--- config.mk ---
export PLATFORM = sky130hd
export DESIGN_NAME = seq_divider_flat
export DESIGN_NICKNAME = d
export VERILOG_FILES = /design/src/rtl/seq_divider_if.sv /design/src/rtl/seq_divider.sv /design/src/flat_wrapper.sv
export SDC_FILE = /design/constraint.sdc
export NUM_CORES = 1
export LEC_CHECK = 0
export ABC_AREA = 1
export CAP_MARGIN = 10
export CORE_MARGIN = 1
export CORE_UTILIZATION = 30
export DETAILED_ROUTE_END_ITERATION = 7
export GPL_ROUTABILITY_DRIVEN = 0
export PLACE_DENSITY = 0.49
export REMOVE_ABC_BUFFERS = 1
export SLEW_MARGIN = 30
export SYNTH_ARGS = -nofsm -noshare
export SYNTH_HDL_FRONTEND = slang
export SYNTH_SLANG_ARGS = --single-unit
--- constraint.sdc ---
create_clock -name Clk -period 2.7 [get_ports Clk]
set_input_delay 0.54 -clock Clk [delete_from_list [all_inputs] [get_ports Clk]]
set_output_delay 0.54 -clock Clk [all_outputs]
set_load 0.03 [all_outputs]
--- src/rtl/seq_divider_if.sv ---
// ---------------------------------------------------------------------------
// seq_divider_if
//   Board-side bundle for the sequential divider lab block.
//   Controls (driven by the board / bench, "master"):
//     Run        active-low start button, one division per press
//     LoadD      active-low divisor load strobe
//     S[7:0]     slider switches: dividend at start, divisor on LoadD
//   Results (driven by the divider, "slave"):
//     Qval/Rval  quotient / remainder registers
//     Busy       division in progress
//     DivByZero  last division had a zero divisor
//     QhexU/QhexL/RhexU/RhexL  registered active-low 7-segment glyphs
// ---------------------------------------------------------------------------
interface seq_divider_if;
  logic       Run;
  logic       LoadD;
  logic [7:0] S;
  logic [7:0] Qval;
  logic [7:0] Rval;
  logic       Busy;
  logic       DivByZero;
  logic [6:0] QhexU;
  logic [6:0] QhexL;
  logic [6:0] RhexU;
  logic [6:0] RhexL;

  modport master (
    output Run, LoadD, S,
    input  Qval, Rval, Busy, DivByZero, QhexU, QhexL, RhexU, RhexL
  );

  modport slave (
    input  Run, LoadD, S,
    output Qval, Rval, Busy, DivByZero, QhexU, QhexL, RhexU, RhexL
  );
endinterface

--- src/rtl/seq_divider.sv ---
// ---------------------------------------------------------------------------
// seq_divider
//   Sequential 8-bit restoring divider, one quotient bit per clock.
//   A Run press in IDLE latches the dividend from S and runs 8 trial
//   subtractions against the divisor held in D; results sit in Qval/Rval
//   until the next press. Divide-by-zero short-circuits to Q=FF, R=dividend.
//
//   Ports:
//     Clk    system clock (50 MHz)
//     Reset  synchronous, active-low reset
//     bus    seq_divider_if.slave (Run, LoadD, S in; Qval, Rval, Busy,
//            DivByZero and four 7-segment glyph registers out)
//
//   Build option:
//     SIGNED_DIV_EN  two's-complement operands; magnitudes run through the
//                    unsigned core and a FIXUP cycle restores signs
//                    (truncation toward zero). Undefined: unsigned only.
// ---------------------------------------------------------------------------
module seq_divider #(
  parameter int unsigned WIDTH = 8   // only 8 is supported (hex wiring)
) (
  input logic        Clk,
  input logic        Reset,
  seq_divider_if.slave bus
);

  typedef enum logic [1:0] {
    S_IDLE  = 2'd0,
    S_ITER  = 2'd1,
    S_DONE  = 2'd2
`ifdef SIGNED_DIV_EN
    ,S_FIXUP = 2'd3
`endif
  } state_e;

  localparam logic [6:0] GLYPH_ZERO = 7'b1000000;

  state_e           state_q;
  logic [WIDTH-1:0] d_q;
  logic [WIDTH-1:0] q_q;
  logic [WIDTH-1:0] r_q;
  logic [2:0]       cnt_q;
  logic             busy_q;
  logic             dbz_q;
  logic [6:0]       qhex_u_q, qhex_l_q, rhex_u_q, rhex_l_q;

  logic [WIDTH-1:0] dvd_mag_d;  // dividend magnitude entering the core
  logic [WIDTH-1:0] dvs_mag_d;  // divisor magnitude used by every trial
  logic [WIDTH:0]   trial_d;    // {R,Q[7]} - D; bit 8 set means "does not fit"

`ifdef SIGNED_DIV_EN
  logic sign_n_q;  // dividend sign, also the remainder's sign
  logic sign_d_q;  // divisor sign

  assign dvd_mag_d = bus.S[WIDTH-1] ? (~bus.S + 8'd1) : bus.S;
  assign dvs_mag_d = d_q[WIDTH-1]   ? (~d_q + 8'd1)   : d_q;
`else
  assign dvd_mag_d = bus.S;
  assign dvs_mag_d = d_q;
`endif

  // R stays below D between steps, so the difference never exceeds 8 bits
  // when it is non-negative and bit 8 is a clean borrow flag.
  assign trial_d = {r_q, q_q[WIDTH-1]} - {1'b0, dvs_mag_d};

  function automatic logic [6:0] seg7(input logic [3:0] nib);
    // NOTE: the default arm makes the decode total, so no storage is implied.
    unique case (nib)
      4'h0: seg7 = 7'b1000000;
      4'h1: seg7 = 7'b1111001;
      4'h2: seg7 = 7'b0100100;
      4'h3: seg7 = 7'b0110000;
      4'h4: seg7 = 7'b0011001;
      4'h5: seg7 = 7'b0010010;
      4'h6: seg7 = 7'b0000010;
      4'h7: seg7 = 7'b1111000;
      4'h8: seg7 = 7'b0000000;
      4'h9: seg7 = 7'b0010000;
      4'hA: seg7 = 7'b0001000;
      4'hB: seg7 = 7'b0000011;
      4'hC: seg7 = 7'b1000110;
      4'hD: seg7 = 7'b0100001;
      4'hE: seg7 = 7'b0000110;
      default: seg7 = 7'b0001110;
    endcase
  endfunction

  // NOTE: reset is sampled on the clock edge, so it lives inside the clocked
  // block rather than in the sensitivity list.
  always_ff @(posedge Clk) begin
    if (!Reset) begin
      // NOTE: every register update uses <= so all of them see pre-edge values.
      state_q  <= S_IDLE;
      d_q      <= '0;
      q_q      <= '0;
      r_q      <= '0;
      cnt_q    <= '0;
      busy_q   <= 1'b0;
      dbz_q    <= 1'b0;
      qhex_u_q <= GLYPH_ZERO;
      qhex_l_q <= GLYPH_ZERO;
      rhex_u_q <= GLYPH_ZERO;
      rhex_l_q <= GLYPH_ZERO;
`ifdef SIGNED_DIV_EN
      sign_n_q <= 1'b0;
      sign_d_q <= 1'b0;
`endif
    end else begin
      // Display stage tracks Q/R one cycle behind, every cycle.
      qhex_u_q <= seg7(q_q[7:4]);
      qhex_l_q <= seg7(q_q[3:0]);
      rhex_u_q <= seg7(r_q[7:4]);
      rhex_l_q <= seg7(r_q[3:0]);

      unique case (state_q)
        S_IDLE: begin
          if (!bus.LoadD) begin
            d_q <= bus.S;           // load wins over a simultaneous Run
          end else if (!bus.Run) begin
            cnt_q <= '0;
            if (d_q == '0) begin
              q_q     <= 8'hFF;
              r_q     <= bus.S;     // raw dividend, signed build included
              dbz_q   <= 1'b1;
              state_q <= S_DONE;
            end else begin
              q_q     <= dvd_mag_d;
              r_q     <= '0;
              dbz_q   <= 1'b0;
              busy_q  <= 1'b1;
              state_q <= S_ITER;
`ifdef SIGNED_DIV_EN
              sign_n_q <= bus.S[WIDTH-1];
              sign_d_q <= d_q[WIDTH-1];
`endif
            end
          end
        end

        S_ITER: begin
          if (!trial_d[WIDTH]) begin
            r_q <= trial_d[WIDTH-1:0];
            q_q <= {q_q[WIDTH-2:0], 1'b1};
          end else begin
            r_q <= {r_q[WIDTH-2:0], q_q[WIDTH-1]};
            q_q <= {q_q[WIDTH-2:0], 1'b0};
          end
          cnt_q <= cnt_q + 3'd1;
          if (cnt_q == 3'd7) begin
`ifdef SIGNED_DIV_EN
            state_q <= S_FIXUP;
`else
            busy_q  <= 1'b0;
            state_q <= S_DONE;
`endif
          end
        end

`ifdef SIGNED_DIV_EN
        S_FIXUP: begin
          // Quotient negative iff signs differ; remainder follows dividend.
          if (sign_n_q ^ sign_d_q) q_q <= ~q_q + 8'd1;
          if (sign_n_q)            r_q <= ~r_q + 8'd1;
          busy_q  <= 1'b0;
          state_q <= S_DONE;
        end
`endif

        S_DONE: begin
          // Wait for the button to be released: one division per press.
          if (bus.Run) state_q <= S_IDLE;
        end

        default: state_q <= S_IDLE;
      endcase
    end
  end

  assign bus.Qval      = q_q;
  assign bus.Rval      = r_q;
  assign bus.Busy      = busy_q;
  assign bus.DivByZero = dbz_q;
  assign bus.QhexU     = qhex_u_q;
  assign bus.QhexL     = qhex_l_q;
  assign bus.RhexU     = rhex_u_q;
  assign bus.RhexL     = rhex_l_q;

endmodule

--- src/flat_wrapper.sv ---
// flat-port wrapper written by rule: the top's interface ports become plain ports
module seq_divider_flat 
#(
  parameter int unsigned WIDTH = 8                                      
)
  (Clk, Reset, bus_Run, bus_LoadD, bus_S, bus_Qval, bus_Rval, bus_Busy, bus_DivByZero, bus_QhexU, bus_QhexL, bus_RhexU, bus_RhexL);
  seq_divider_if bus_i ();
  input logic Clk;
  input logic Reset;
  input wire logic [$bits(bus_i.Run)-1:0] bus_Run;
  input wire logic [$bits(bus_i.LoadD)-1:0] bus_LoadD;
  input wire logic [$bits(bus_i.S)-1:0] bus_S;
  output wire logic [$bits(bus_i.Qval)-1:0] bus_Qval;
  output wire logic [$bits(bus_i.Rval)-1:0] bus_Rval;
  output wire logic [$bits(bus_i.Busy)-1:0] bus_Busy;
  output wire logic [$bits(bus_i.DivByZero)-1:0] bus_DivByZero;
  output wire logic [$bits(bus_i.QhexU)-1:0] bus_QhexU;
  output wire logic [$bits(bus_i.QhexL)-1:0] bus_QhexL;
  output wire logic [$bits(bus_i.RhexU)-1:0] bus_RhexU;
  output wire logic [$bits(bus_i.RhexL)-1:0] bus_RhexL;
  assign bus_i.Run = bus_Run;
  assign bus_i.LoadD = bus_LoadD;
  assign bus_i.S = bus_S;
  assign bus_Qval = bus_i.Qval;
  assign bus_Rval = bus_i.Rval;
  assign bus_Busy = bus_i.Busy;
  assign bus_DivByZero = bus_i.DivByZero;
  assign bus_QhexU = bus_i.QhexU;
  assign bus_QhexL = bus_i.QhexL;
  assign bus_RhexU = bus_i.RhexU;
  assign bus_RhexL = bus_i.RhexL;
  seq_divider #(.WIDTH(WIDTH)) u_core (.Clk(Clk), .Reset(Reset), .bus(bus_i));
endmodule
==> out/qor.yml, run 1 <==
status: "complete, no violations"
worst-endpoint-required_ns: 2.16
p_leak_uw: 0.00199
holdBufCountCts: 0
final-hold-violation-count: 0
cts_max_path_buffers: 2
first_global_vias: 2959
drt_first_iter_violations: 172
timing.final.setup_violations: 0
number_of_enable_type_register_cells_in_the_synthesized_netlist: 0
finish.cell_count_without_fillers: 693
cts_post_setup_buffers_inserted: 0
worst_path_largest_cell_delay_ns: 0.76
total_area_of_multi_input_combinational_cells_um2: 1940
max_slew.worst_pin.slew_ns: 0.547
cp_num_buf_inv: 1
route.antenna.remaining_nets: 0
synth_area_per_cell_um2: 7.15
timing.critical_path.slowest_stage_cell: "sky130_fd_sc_hd__clkdlybuf4s50_1"
worst_hold_path_class: "reg2reg"
critPathCaptureType: "output pin"
number_of_cts_inserted_buffers: 9
first_pass_grt_wire_length_um: 14900
route.final.wire_length_um: 9140
layout-drive-gt1-share_pct: 10.1
most-common-layout-cells: "sky130_fd_sc_hd__nand2_1, sky130_fd_sc_hd__inv_1, sky130_fd_sc_hd__dfxtp_1"
die_y_um: 110
postSynthRegisterBits: 59
cts-htree-levels: 3
die_area_um2: 12000
boundaryPins: 58
p_sw_share_pct: 44.9
detail_route.vias_per_cell: 4.73
synth.cell_area_um2: 3480
worstPathMaxFanout: 15
net-switching-power_uw: 2120
power_frac_comb_pct: 51.9
drv_slew: 0
post-dp-hpwl_um: 6850
finClkSkew_ns: 0.00790
max_slew_margin_pct: 63.5
part_of_the_yosys_area_used_for_sequential_elements_pct: 34.0
asyncSetResetFlopFracSynth_pct: 0
seq_area_um2: 1180
finish.net_count: 595
finalCritPeriodShare_pct: 81.8
upper_clock_frequency_limit_mhz: 453
core_um2: 11100
drt_first_pass_iters: 5
cts_sinks: 59
diodes: 0
netlist_instances: 486
post_drt_wl_per_cell_um: 13.2
power.internal_uw: 2600
num_vias: 3276
area.growth.synth_to_final_pct: 29.3
p_clk_share_pct: 21.6
placement.cell_area_um2: 4230
p_per_area_nw_per_um2: 1050
fin_setup_tns_ns: 0
timing.critical_path.from_type: "register"
main_synth_ff_type: "sky130_fd_sc_hd__dfxtp_1"
placement_row_count: 38
clkSlewWorstSetupHoldPaths_ns: 0.05
ctsResizeCount: 0
num-fill-cells: 1159
yosysUniqueCellTypes: 35
width_of_the_die_um: 110
final_common_cell: "sky130_fd_sc_hd__nand2_1"
clockRootBuffer: "sky130_fd_sc_hd__clkbuf_16"
start_util_pct: 31.4
largest_net_degree_at_the_start_of_global_routing: 33
crit_path_cell_trace: "clkdlybuf4s50_1"
grt_util_all_layers_pct: 16.5
irDropWorstVdd_mv: 0.462
postLayoutCellArea_um2: 4500
drc: 0
clock_tree_from_tritoncts: "yes"
yosysWarningCount: 0
cp_top_family: "buffers and inverters"
post-route-util_pct: 40.6
power_frac_seq_pct: 26.5
finalCriticalPeriod_ns: 2.21
maxCapViolCount: 0
ws_path_type: "reg2out"
grt_antenna_before_repair: 0
place.detailed.instances: 677
clk_latency_ns: 0.33
port_buffers: 57
critical_path_arrival_ns: 1.67
rsz0062_at_grt: "no"
overflow: 0
[kinds of logic after synthesis]
family	share of synthesized area [%]
AOI/OAI and AO/OA	20.9
xor gates and xnor gates	0.504
adders and majority gates	12.8
buffers and inverters	10.1
DFF	34.0
and+or+nand+nor	21.6
[sequential cells by signal, summed over array words and instances (netlist names)]
register              flops
u_core.bus.QhexU          7
u_core.d_q                8
u_core.bus.Rval           8
u_core.bus.RhexL          7
u_core.bus.RhexU          7
u_core.cnt_q              3
u_core.bus.Busy           1
u_core.bus.QhexL          7
u_core.state_q            2
u_core.bus.Qval           8
u_core.bus.DivByZero      1
[path summary, 6_finish.rpt]
check                           depth (start not counted)                             from                              end  slack [ns]
worst min register to register                          2     u_core.cnt_q[1]$_SDFFE_PN0P_     u_core.cnt_q[1]$_SDFFE_PN0P_        0.48
worst max-delay path                                    1  u_core.bus.Qval[2]$_SDFFE_PN0P_                      bus_Qval[2]        0.49
worst min-delay path                                    2     u_core.cnt_q[1]$_SDFFE_PN0P_     u_core.cnt_q[1]$_SDFFE_PN0P_        0.48
worst max register to register                         13  u_core.bus.Qval[7]$_SDFFE_PN0P_  u_core.bus.Rval[7]$_SDFFE_PN0P_        0.63
[cells in the mapped netlist (2+ instances only)]
cell / n / area [µm²]
sky130_fd_sc_hd__a211oi_1: 7 / 52.6
sky130_fd_sc_hd__nand3b_1: 3 / 22.5
sky130_fd_sc_hd__nand2_4: 2 / 22.5
sky130_fd_sc_hd__nand4_1: 2 / 12.5
sky130_fd_sc_hd__nand3_1: 34 / 170
sky130_fd_sc_hd__ha_1: 34 / 425
sky130_fd_sc_hd__buf_2: 6 / 30.0
sky130_fd_sc_hd__a21oi_2: 4 / 35.0
sky130_fd_sc_hd__nor3_1: 4 / 20.0
sky130_fd_sc_hd__nor2_1: 21 / 78.8
sky130_fd_sc_hd__o211ai_1: 3 / 22.5
sky130_fd_sc_hd__inv_1: 59 / 221
sky130_fd_sc_hd__nand3_2: 2 / 20.0
sky130_fd_sc_hd__nor2_2: 3 / 18.8
sky130_fd_sc_hd__a21oi_1: 47 / 235
sky130_fd_sc_hd__a31oi_1: 6 / 37.5
sky130_fd_sc_hd__nand2_1: 95 / 357
sky130_fd_sc_hd__clkinv_1: 2 / 7.51
sky130_fd_sc_hd__o21ai_2: 4 / 35.0
sky130_fd_sc_hd__clkbuf_1: 12 / 45.0
sky130_fd_sc_hd__o21ai_0: 40 / 200
sky130_fd_sc_hd__inv_2: 10 / 37.5
sky130_fd_sc_hd__dfxtp_1: 59 / 1180
sky130_fd_sc_hd__o21ai_1: 15 / 75.1
sky130_fd_sc_hd__a41oi_1: 2 / 17.5
[per-stage QoR]
stage          hold WS, ns  power [µW]  setup WS [ns]
3_3_place_gp         0.461        3710          0.542
3_5_place_dp         0.470        3720          0.519
4_1_cts              0.478        4760          0.465
6_report             0.476        4720          0.492
5_1_grt              0.492        5120          0.413
2_1_floorplan        0.443        2900          0.396
[worst reg2reg max path, cell delays in order, from the launching register on]
cell                       delay, ns
sky130_fd_sc_hd__dfxtp_1        0.31
sky130_fd_sc_hd__clkinv_1       0.08
sky130_fd_sc_hd__ha_1           0.15
sky130_fd_sc_hd__inv_1          0.07
sky130_fd_sc_hd__fa_1           0.43
sky130_fd_sc_hd__nand2_1        0.09
sky130_fd_sc_hd__nand2_1        0.10
sky130_fd_sc_hd__nand3_2        0.12
sky130_fd_sc_hd__nand2_1        0.08
sky130_fd_sc_hd__nand2_2        0.17
sky130_fd_sc_hd__nand2_4        0.11
sky130_fd_sc_hd__nand2_1        0.08
sky130_fd_sc_hd__nand3_1        0.07
sky130_fd_sc_hd__a21oi_1        0.13
[per-layer routing]
layer  up-vias  track usage (%)  part of all wire, %  routed length (µm)
met4         0             8.29                  1.9                 174
met5         -                0                    0                   0
met1      1479             22.1                   50                4540
met2        56             25.7                   46                4190
li1       1728                -                    -                   -
met3        13             2.61                  2.6                 238
[power groups by stage]
stage | combinational [µW] | clock, µW | sequential [µW]
finish | 2450 | 1020 | 1250
detailed placement | 2450 | 0 | 1270
floorplan | 1270 | 0 | 1630
CTS | 2460 | 1050 | 1250
global placement | 2440 | 0 | 1270
global route | 2750 | 1090 | 1280
[area by class of cell]
class | instances | area share [%]
sequential | 59 | 26.3
clock buffer | 10 | 5.09
timing repair buffer | 70 | 14.9
multi-input combinational | 337 | 43.2
inverter | 71 | 5.93
clock inverter | 6 | 0.724
tap | 140 | 3.90
Power figures use the tool's default switching activity.
==> run 2: changes to the inputs <==
==> constraint.sdc (replaced) <==
create_clock -name Clk -period 2.25 [get_ports Clk]
set_input_delay 0.45 -clock Clk [delete_from_list [all_inputs] [get_ports Clk]]
set_output_delay 0.45 -clock Clk [all_outputs]
set_load 0.03 [all_outputs]
==> out/qor.yml, run 2 (synthesis results as in run 1) <==
drt_first_pass_iters: 4  # was 5
drc: 0  # unchanged
worst_hold_path_class: "reg2reg"  # unchanged
timing.final.setup_violations: 0  # unchanged
finalCriticalPeriod_ns: 2.08
p_per_area_nw_per_um2: 1270  # was 1050 nW/µm²
finish.net_count: 600  # was 595
start_util_pct: 31.4  # unchanged
cts_sinks: 59  # unchanged
die_area_um2: 12000  # unchanged
finalCritPeriodShare_pct: 92.6
route.antenna.remaining_nets: 0  # unchanged
worstRegToRegCells: 13  # unchanged
post-dp-hpwl_um: 6990  # was 6850 µm
cp_num_buf_inv: 2  # was 1
clock_tree_from_tritoncts: "yes"  # unchanged
boundaryPins: 58  # unchanged
p_sw_share_pct: 44.7  # was 44.9%
critPathCaptureType: "output pin"  # unchanged
cts_post_setup_buffers_inserted: 0  # unchanged
p_clk_share_pct: 22.0  # was 21.6%
p_leak_uw: 0.00201  # was 0.00199 µW
detail_route.vias_per_cell: 4.71  # was 4.73
crit_path_cell_trace: "buf_4 > clkdlybuf4s50_1"  # was clkdlybuf4s50_1
post_drt_wl_per_cell_um: 13.3  # was 13.2 µm
holdBufCountCts: 0  # unchanged
max_slew_margin_pct: 62.7  # was 63.5%
final_common_cell: "sky130_fd_sc_hd__nand2_1"  # unchanged
ws_path_type: "reg2out"  # unchanged
diodes: 0  # unchanged
num_vias: 3288  # was 3276
ctsResizeCount: 0  # unchanged
timing.critical_path.from_type: "register"  # unchanged
grt_util_all_layers_pct: 16.8  # was 16.5%
worstPathMaxFanout: 14  # was 15
route.final.wire_length_um: 9290  # was 9140 µm
worst-endpoint-required_ns: 1.80  # was 2.16 ns
status: "complete, no violations"  # unchanged
critical_path.reg2reg.endpoint: "u_core.bus.Rval[7]$_SDFFE_PN0P_"  # unchanged
drt_first_iter_violations: 127  # was 172
worst_hold_slack_ns: 0.469  # was 0.476 ns
clockRootBuffer: "sky130_fd_sc_hd__clkbuf_16"  # unchanged
die_y_um: 110  # unchanged
max_slew.worst_pin.slew_ns: 0.558  # was 0.547 ns
most-common-layout-cells: "sky130_fd_sc_hd__nand2_1, sky130_fd_sc_hd__inv_1, sky130_fd_sc_hd__dfxtp_1"  # unchanged
power_frac_comb_pct: 52.7  # was 51.9%
power.internal_uw: 3180  # was 2600 µW
clkSlewWorstSetupHoldPaths_ns: 0.05  # about the same
final-hold-violation-count: 0  # unchanged
worst_path_largest_cell_delay_ns: 0.69  # was 0.76 ns
rsz0062_at_grt: "no"  # unchanged
min_delay_path_depth: 2  # unchanged
power_frac_seq_pct: 25.3  # was 26.5%
reg2reg_slack_ns: 0.17  # was 0.63 ns
placement_row_count: 38  # unchanged
fin_setup_tns_ns: 0  # unchanged
upper_clock_frequency_limit_mhz: 480
hold_start: "u_core.cnt_q[1]$_SDFFE_PN0P_"  # unchanged
largest_net_degree_at_the_start_of_global_routing: 33  # unchanged
maxCapViolCount: 0  # unchanged
clk_latency_ns: 0.32  # was 0.33 ns
r2r-start: "u_core.bus.Qval[7]$_SDFFE_PN0P_"  # unchanged
critical_path_arrival_ns: 1.63  # was 1.67 ns
overflow: 0  # unchanged
width_of_the_die_um: 110  # unchanged
layout-drive-gt1-share_pct: 10.8  # was 10.1%
net-switching-power_uw: 2570  # was 2120 µW
hold_path_end: "u_core.cnt_q[1]$_SDFFE_PN0P_"  # unchanged
port_buffers: 57  # unchanged
grt_antenna_before_repair: 0  # unchanged
cts_max_path_buffers: 2  # unchanged
drv_slew: 0  # unchanged
core_um2: 11100  # unchanged
area.growth.synth_to_final_pct: 30.7  # was 29.3%
timing.critical_path.slowest_stage_cell: "sky130_fd_sc_hd__clkdlybuf4s50_1"  # unchanged
cts-htree-levels: 3  # unchanged
irDropWorstVdd_mv: 0.453  # was 0.462 mV
number_of_cts_inserted_buffers: 9  # unchanged
first_global_vias: 3140  # was 2959
finClkSkew_ns: 0.00603  # was 0.00790 ns
cp_top_family: "buffers and inverters"  # unchanged
first_pass_grt_wire_length_um: 15400  # was 14900 µm
-- run 2: stage by stage --
stage	area [µm²]	utilization [%]	setup slack, ns	cells	power (µW)
2_1_floorplan	3390	-	-0.0535	467	3480
3_3_place_gp	4270	38.6	0.184	682	4500
3_5_place_dp	4270	38.6	0.120	682	4510
4_1_cts	4540	41.0	0.160	698	5790
5_1_grt	4540	41.0	0.00222	698	6240
6_report	4540	41.0	0.167	698	5750
-- run 2: final cells by class --
| class | instances | area [µm²] |
|---|---|---|
| Fill cell | 1181 | 6530 |
| Multi-Input combinational cell | 337 | 1940 |
| Sequential cell | 59 | 1180 |
| Timing Repair Buffer | 75 | 706 |
| Inverter | 71 | 267 |
| Clock buffer | 12 | 246 |
| Tap cell | 140 | 175 |
| Clock inverter | 4 | 26.3 |
-- run 2: worst min-delay path, delay by kind of cell, from the launching register on --
kind / cells / cell delay [ns]
AND/OR/NAND/NOR: 1 / 0.06
AO/OA/AOI/OAI: 1 / 0.05
flip-flops: 1 / 0.31
-- run 2: how the worst max path moves through the flow --
| stage | from | to | depth (start not counted) |
|---|---|---|---|
| global route | u_core.d_q[0]$_SDFFE_PN0P_ | u_core.bus.Rval[7]$_SDFFE_PN0P_ | 12 |
| global placement | bus_Run | u_core.bus.Rval[6]$_SDFFE_PN0P_ | 7 |
| floorplan | u_core.bus.Qval[7]$_SDFFE_PN0P_ | u_core.bus.Rval[2]$_SDFFE_PN0P_ | 13 |
| detailed placement | bus_Run | u_core.bus.Rval[6]$_SDFFE_PN0P_ | 7 |
| finish | u_core.bus.Rval[6]$_SDFFE_PN0P_ | bus_Rval[6] | 2 |
| CTS | u_core.bus.Qval[7]$_SDFFE_PN0P_ | u_core.bus.Rval[7]$_SDFFE_PN0P_ | 13 |
-- run 2: layer usage --
layer	up-vias	wire length [µm]	part of all wire (%)	GRT usage [%]
met5	-	0	0	0
met4	0	237	2.6	8.57
met3	16	310	3.3	2.79
met2	71	4190	45	26.9
met1	1459	4540	49	21.6
li1	1742	-	-	-
-- run 2: power by group through the flow --
stage	logic (µW)	clock network, µW	registers, µW
global route	3400	1350	1490
detailed placement	3030	0	1480
finish	3030	1270	1460
floorplan	1520	0	1960
CTS	3040	1290	1460
global placement	3020	0	1480
